==> src/rtl/decode_dispatch.sv <==
// decode_dispatch: RV32I fetch queue + decode/dispatch to ROB/RS/LSB; in: fetch, regfile read data, full flags, flush; out: if_ready, redirect, regfile read ids, registered dispatch bundle, rename
module decode_dispatch #(
  parameter int ROB_W = 4,
  parameter int IQ_DEPTH = 4,
  parameter bit PRED_BWD = 1'b1
) (
  input  logic             clk,
  input  logic             rst,
  input  logic             rdy,
  input  logic             flush,
  input  logic [ROB_W-1:0] flush_tail,
  input  logic             if_valid,
  input  logic [31:0]      if_pc,
  input  logic [31:0]      if_inst,
  output logic             if_ready,
  output logic             redir_valid,
  output logic [31:0]      redir_pc,
  output logic [4:0]       rs1_id,
  output logic [4:0]       rs2_id,
  input  logic [31:0]      rs1_val,
  input  logic [31:0]      rs2_val,
  input  logic             rs1_busy,
  input  logic             rs2_busy,
  input  logic [ROB_W-1:0] rs1_tag,
  input  logic [ROB_W-1:0] rs2_tag,
  input  logic             rob_full,
  input  logic             rs_full,
  input  logic             lsb_full,
  output logic             out_rob_valid,
  output logic             out_rs_valid,
  output logic             out_lsb_valid,
  output logic [ROB_W-1:0] out_rob_id,
  output logic [4:0]       out_rd,
  output logic [6:0]       out_opcode,
  output logic [2:0]       out_funct3,
  output logic             out_f7b5,
  output logic [31:0]      out_v1,
  output logic [31:0]      out_v2,
  output logic [ROB_W-1:0] out_q1,
  output logic [ROB_W-1:0] out_q2,
  output logic             out_has_q1,
  output logic             out_has_q2,
  output logic [31:0]      out_imm,
  output logic [31:0]      out_pc,
  output logic             out_pred_taken,
  output logic             out_exit,
  output logic             rename_valid
);
  localparam int AW = $clog2(IQ_DEPTH);
  localparam int PW = AW + 1;
  typedef enum logic {RUN, WAIT_JALR} state_t;
  typedef struct packed {
    logic             rob_v;
    logic             rs_v;
    logic             lsb_v;
    logic [ROB_W-1:0] rob_id;
    logic [4:0]       rd;
    logic [6:0]       opcode;
    logic [2:0]       funct3;
    logic             f7b5;
    logic [31:0]      v1;
    logic [31:0]      v2;
    logic [ROB_W-1:0] q1;
    logic [ROB_W-1:0] q2;
    logic             has_q1;
    logic             has_q2;
    logic [31:0]      imm;
    logic [31:0]      pc;
    logic             pred_taken;
    logic             ex;
    logic             rename;
  } pl_t;
  state_t state_q, state_d;
  pl_t pl_q, pl_d, nw;
  logic [PW-1:0] head_q, head_d, tail_q, tail_d;
  logic [ROB_W-1:0] alloc_q, alloc_d;
  logic redir_valid_q, redir_valid_d;
  logic [31:0] redir_pc_q, redir_pc_d;
  logic [31:0] iq_pc_q [IQ_DEPTH];
  logic [31:0] iq_inst_q [IQ_DEPTH];
  logic [31:0] inst, pc, imm_i, imm_s, imm_b, imm_u, imm_j;
  logic [6:0] op;
  logic [2:0] f3;
  logic is_lui, is_auipc, is_jal, is_jalr, is_br, is_ld, is_st, is_opi, is_op;
  logic is_rs, is_lsb, use1, use2, wr, empty, full, fire, taken, redirect, enq, byp1, byp2;
  assign inst = iq_inst_q[head_q[AW-1:0]];
  assign pc = iq_pc_q[head_q[AW-1:0]];
  assign op = inst[6:0];
  assign f3 = inst[14:12];
  assign is_lui = op == 7'b0110111;
  assign is_auipc = op == 7'b0010111;
  assign is_jal = op == 7'b1101111;
  assign is_jalr = op == 7'b1100111;
  assign is_br = op == 7'b1100011;
  assign is_ld = op == 7'b0000011;
  assign is_st = op == 7'b0100011;
  assign is_opi = op == 7'b0010011;
  assign is_op = op == 7'b0110011;
  assign is_rs = is_br | is_op | is_opi;
  assign is_lsb = is_ld | is_st;
  assign use1 = is_jalr | is_rs | is_lsb;
  assign use2 = is_br | is_st | is_op;
  assign wr = is_lui | is_auipc | is_jal | is_jalr | is_ld | is_opi | is_op;
  assign imm_i = {{20{inst[31]}}, inst[31:20]};
  assign imm_s = {{20{inst[31]}}, inst[31:25], inst[11:7]};
  assign imm_b = {{20{inst[31]}}, inst[7], inst[30:25], inst[11:8], 1'b0};
  assign imm_u = {inst[31:12], 12'b0};
  assign imm_j = {{12{inst[31]}}, inst[19:12], inst[20], inst[30:21], 1'b0};
  assign rs1_id = inst[19:15];
  assign rs2_id = inst[24:20];
  assign empty = head_q == tail_q;
  assign full = tail_q == {~head_q[AW], head_q[AW-1:0]};
  assign if_ready = !full;
  assign fire = state_q == RUN && !flush && !empty && !rob_full && !(rs_full && is_rs) && !(lsb_full && is_lsb);
  assign taken = is_jal || (is_br && PRED_BWD && inst[31]);
  assign redirect = fire && taken;
  assign enq = if_valid && !full && !flush && !redirect;
  assign byp1 = pl_q.rename && pl_q.rd == rs1_id;
  assign byp2 = pl_q.rename && pl_q.rd == rs2_id;
  always_comb begin
    nw = '0;
    nw.rob_v = 1'b1;
    nw.rs_v = is_rs;
    nw.lsb_v = is_lsb;
    nw.rob_id = alloc_q;
    nw.rd = inst[11:7];
    nw.opcode = op;
    nw.funct3 = f3;
    nw.f7b5 = inst[30];
    nw.v1 = use1 ? rs1_val : '0;
    nw.v2 = use2 ? rs2_val : (is_opi && f3[1:0] == 2'b01) ? {27'b0, inst[24:20]} : (is_opi | is_jalr) ? imm_i : '0;
    nw.has_q1 = use1 && rs1_id != 5'd0 && (byp1 || rs1_busy);
    nw.has_q2 = use2 && rs2_id != 5'd0 && (byp2 || rs2_busy);
    nw.q1 = byp1 ? pl_q.rob_id : rs1_tag;
    nw.q2 = byp2 ? pl_q.rob_id : rs2_tag;
    nw.imm = is_lui ? imm_u : is_auipc ? pc + imm_u : (is_jal | is_jalr) ? pc + 32'd4 :
             is_br ? imm_b : is_st ? imm_s : (is_ld | is_opi) ? imm_i : '0;
    nw.pc = pc;
    nw.pred_taken = taken;
    nw.ex = inst == 32'hff9ff06f;
    nw.rename = wr && inst[11:7] != 5'd0;
    pl_d = pl_q;
    pl_d.rob_v = 1'b0;
    pl_d.rs_v = 1'b0;
    pl_d.lsb_v = 1'b0;
    pl_d.rename = 1'b0;
    if (fire) pl_d = nw;
    head_d = head_q + PW'(fire);
    tail_d = flush ? head_q : redirect ? head_d : enq ? tail_q + PW'(1) : tail_q;
    alloc_d = flush ? flush_tail : alloc_q + ROB_W'(fire);
    state_d = flush ? RUN : (fire && is_jalr) ? WAIT_JALR : state_q;
    redir_valid_d = redirect;
    redir_pc_d = redirect ? pc + (is_br ? imm_b : imm_j) : redir_pc_q;
  end
  always_ff @(posedge clk or posedge rst)
    if (rst) begin
      state_q <= RUN;
      pl_q <= '0;
      head_q <= '0;
      tail_q <= '0;
      alloc_q <= '0;
      redir_valid_q <= 1'b0;
      redir_pc_q <= '0;
    end else if (rdy) begin
      state_q <= state_d;
      pl_q <= pl_d;
      head_q <= head_d;
      tail_q <= tail_d;
      alloc_q <= alloc_d;
      redir_valid_q <= redir_valid_d;
      redir_pc_q <= redir_pc_d;
    end
  always_ff @(posedge clk)
    if (rdy && enq) begin
      iq_pc_q[tail_q[AW-1:0]] <= if_pc;
      iq_inst_q[tail_q[AW-1:0]] <= if_inst;
    end
  assign redir_valid = redir_valid_q;
  assign redir_pc = redir_pc_q;
  assign out_rob_valid = pl_q.rob_v;
  assign out_rs_valid = pl_q.rs_v;
  assign out_lsb_valid = pl_q.lsb_v;
  assign out_rob_id = pl_q.rob_id;
  assign out_rd = pl_q.rd;
  assign out_opcode = pl_q.opcode;
  assign out_funct3 = pl_q.funct3;
  assign out_f7b5 = pl_q.f7b5;
  assign out_v1 = pl_q.v1;
  assign out_v2 = pl_q.v2;
  assign out_q1 = pl_q.q1;
  assign out_q2 = pl_q.q2;
  assign out_has_q1 = pl_q.has_q1;
  assign out_has_q2 = pl_q.has_q2;
  assign out_imm = pl_q.imm;
  assign out_pc = pl_q.pc;
  assign out_pred_taken = pl_q.pred_taken;
  assign out_exit = pl_q.ex;
  assign rename_valid = pl_q.rename;
endmodule

==> config.mk <==
export PLATFORM = sky130hd
export DESIGN_NAME = decode_dispatch
export DESIGN_NICKNAME = d
export VERILOG_FILES = /design/src/rtl/decode_dispatch.sv
export SDC_FILE = /design/constraint.sdc
export NUM_CORES = 1
export LEC_CHECK = 0
export CAP_MARGIN = 20
export CELL_PAD_IN_SITES_DETAIL_PLACEMENT = 1
export CELL_PAD_IN_SITES_GLOBAL_PLACEMENT = 2
export CORE_MARGIN = 5
export CORE_UTILIZATION = 25
export CTS_BUF_LIST = sky130_fd_sc_hd__clkbuf_8
export CTS_CLUSTER_DIAMETER = 200
export CTS_CLUSTER_SIZE = 8
export DETAILED_ROUTE_END_ITERATION = 6
export MAX_ROUTING_LAYER = met4
export PLACE_DENSITY_LB_ADDON = 0.1
export SLEW_MARGIN = 15
export SYNTH_ARGS = -nofsm -noshare
export SYNTH_HDL_FRONTEND = slang
export SYNTH_SLANG_ARGS = --single-unit
==> constraint.sdc <==
create_clock -name clk -period 9.6 [get_ports clk]
set_clock_uncertainty 0.05 [all_clocks]
set_input_delay 1.92 -clock clk [delete_from_list [all_inputs] [get_ports clk]]
set_output_delay 1.92 -clock clk [all_outputs]
set_load 0.01 [all_outputs]
==> flow_metrics.tcl <==
set metrics [dict create \
    ys_types 80 \
    fillers 9419 \
    synthArstFlopShare_pct 44.8 \
    status "completed" \
    cp.depth 17 \
    synth_fa_ha_area_share_pct 3.55 \
    synth-simple-area-share_pct 12.7 \
    track_usage_pct 18.3 \
    peakVddDrop_mv 0.117 \
    synth_top_family_by_area "simple AND/OR/NAND/NOR gates" \
    drive_gt1_share_pct 9.54 \
    yosysSeqAreaShare_pct 59.8 \
    cpPeakStageDelay_ns 0.91 \
    cts_tree "built" \
    wl_per_cell_um 25.3 \
    synth_compound_area_share_pct 10.0 \
    end_kind "register" \
    synth-seq-cells 464 \
    cts_num_sinks 464 \
    finalSetupTns_ns 0 \
    min_period_ns 6.66 \
    grt_first_pass_wirelength_um 122000 \
    num_rows 107 \
    first_pass_iters 6 \
    critPathArrivalTime_ns 7.14 \
    synthMuxAreaShare_pct 7.77 \
    numCtsBuffers 67 \
    seq_area_sq_mm 0.0129 \
    setup_viol 0 \
    whs_path_depth 2 \
    crit_required_ns 10.08 \
    die_width_um 304 \
    viasPerCell 4.75 \
    max_slew_margin_pct 27.8 \
    hp-start "out_v1[3]" \
    drt_wl_total_um 83800 \
    crit_path_cell_trace "buf_4 -> mux4_2 -> nand4bb_4 -> nor2_1 -> nand2_1 -> nand2_1 -> nand2_1 -> ha_1 -> a211oi_1 -> nor4_1 -> o31ai_1 -> a21boi_0 -> a2111oi_0 -> o31ai_1 -> a211oi_1 -> xor2_1 -> o21ai_0" \
    die_h_um 304 \
    syn_nets 1994 \
    critPathLaunch "head_q[0]" \
    fmax_mhz 150 \
    post_cts_resize_count 0 \
    area_delta_synth_final_pct 27.2 \
    crit_path_max_fanout 28 \
    route.detailed.drc 0 \
    cts_root_buffer "clkbuf_8" \
    hold_viol 0 \
    clock_latency_ns 0.68 \
    cts_setup_buffers 0 \
    clk_pin_slew_ns 0.07 \
    portBuffers 357 \
    power.density_mw_per_mm2 321 \
    wl_met2_um 40000 \
    reg2reg_from "head_q[0]" \
    drt_iter0_markers 929 \
    worstMarginPinSlew_ns 1.08 \
    core_sq_mm 0.0854 \
    grt_pass1_vias 16800 \
    syn_area_sq_mm 0.0216 \
    multiInputGateArea_sq_mm 0.00812 \
    fin_crit_sh_pct 69.3 \
    antenna_found_initial 8 \
    slew_violations 0 \
    wl_met3_um 3940 \
    crit_family "compound AO/OA/AOI/OAI gates" \
    synthXorXnorAreaFrac_pct 3.37 \
    synthCells 1784 \
    hp-class "reg2reg" \
    power.leakage_uw 0.0105 \
    rsz0062_at_grt "false" \
    max_cap_violations 0 \
    overflow 0 \
    ant_nets 0 \
    cp_num_buf_inv 1 \
    vias 15700 \
    avgSynthCellArea_sq_um 12.1 \
    wl_met1_um 37900 \
    cts.htree.levels 3 \
    yosysWarningCount 0 \
    crit_type "reg2reg" \
    synth_edf_count 256 \
    io_pins 358 \
    start_kind "register" \
    gp_congestion 0.829 \
    hold_ws_ns 0.418 \
    highest_layer "met4" \
    place_hpwl_um 60300 \
    grt_max_degree 94 \
    ctsLongestPathBuffers 3 \
    cp_common_cell "nand2_1" \
    hold_buffers 0 \
    nNetsFinal 2349 \
    start_util_pct 25.3 \
    ys.flop_type "edfxtp_1" \
    die_area_sq_mm 0.0923 \
    cpMaxStageDelayCell "a2111oi_0" \
    reg2reg_depth 17 \
]
[cells in the mapped netlist (9+ instances only)]
master	number	share of area, %
a211oi_1	12	0.42
a21o_1	27	0.94
a21oi_1	107	2.5
a221oi_1	18	0.73
a31oi_1	16	0.46
and2_1	9	0.26
and3_1	14	0.41
buf_2	38	0.88
buf_4	16	0.56
clkbuf_1	36	0.63
dfrtp_1	208	24
edfxtp_1	256	36
ha_1	58	3.4
inv_1	23	0.40
mux2i_1	14	0.65
mux4_2	62	6.5
nand2_1	373	6.5
nand2b_1	9	0.26
nand3_1	43	1.0
nand4_1	15	0.43
nor2_1	100	1.7
nor3_1	11	0.26
o21ai_0	89	2.1
o21ai_1	18	0.42
o31ai_1	9	0.31
xnor2_1	52	2.1
xor2_1	31	1.3
[worst register-to-register path: cells and delay by family, from the launching register on]
family / cells / cell delay, ns
adders and majority gates: 1 / 0.30
AOI/OAI and AO/OA: 7 / 2.50
and+or+nand+nor: 6 / 1.54
xor gates and xnor gates: 1 / 0.17
muxes: 1 / 0.66
DFF: 1 / 0.70
buffers and inverters: 1 / 0.59
[placed cells by master, fill, tap and decap left out, drive strengths merged, types with 6 or more instances in the layout]
cell type	count
mux4	63
and3	14
a21o	27
nand3	43
inv	46
o21bai	7
buf	26
o31ai	9
dfrtp	208
a211oi	13
a221oi	18
clkbuf	67
mux2	10
nor3	14
a31oi	16
o22ai	6
a21oi	109
xor2	31
xnor2	52
a222oi	7
nor2	104
clkdlybuf4s50	357
nand2b	9
ha	58
nand2	374
diode	10
nand4	16
or3	7
and2	9
o21ai	107
mux2i	14
edfxtp	256
[path summary, 6_finish.rpt]
check | end | slack, ns
worst max-delay path | redir_pc[30] | 2.94
worst min-delay path | out_v1[3] | 0.42
worst max register to register | redir_pc[30] | 2.94
worst min register to register | out_v1[3] | 0.42
max in group asynchronous | out_imm[14] | 6.49
min in group asynchronous | redir_pc[23] | 1.67
[final cells by class]
class,instances,area share (%)
inverters,24,0.356
repair buffers,383,13.8
flip-flops and latches,464,47.0
well taps,1144,5.22
clock inverters,23,0.593
multi-input cells,1199,29.6
clock buffers,67,3.36
diodes,10,0.0912
[registers in the layout, summed over array words and instances (netlist names), 5 cells and up]
| register | count |
|---|---|
| iq_inst_q | 128 |
| out_v2 | 32 |
| iq_pc_q | 128 |
| out_pc | 32 |
| out_opcode | 7 |
| out_v1 | 32 |
| redir_pc | 32 |
| out_rd | 5 |
| out_imm | 32 |
[cell families (layout without fill, tap and decap cells)]
group,after synthesis,count (layout)
and+or+nand+nor,619,619
AOI/OAI and AO/OA,350,350
xor gates and xnor gates,83,83
buffers and inverters,121,497
DFF,464,464
muxes,87,87
other,0,10
adders and majority gates,60,60
[routing by layer]
metal	up-vias	global-route usage, %
met3	112	3.41
met4	0	4.61
met1	8039	24.1
met5	-	-
met2	375	29.4
li1	7204	-
[report_power, final]
group | switching (uW) | internal (uW) | total (uW)
logic | 2660 | 1870 | 4530
registers | 310 | 2500 | 2810
clock network | 815 | 656 | 1470
[through the flow]
step	total power, uW	utilization [%]	setup WS, ns	std cells	area [sq um]
4_1_cts	9000	32.1	2.76	3302	27400
3_5_place_dp	7450	30.8	2.75	3212	26300
6_report	8810	32.1	2.94	3314	27400
5_1_grt	9450	32.1	2.35	3312	27400
2_1_floorplan	5400	-	1.95	1784	21600
3_3_place_gp	7420	30.8	2.86	3212	26300
No activity file was read; power rests on OpenSTA's default activity.
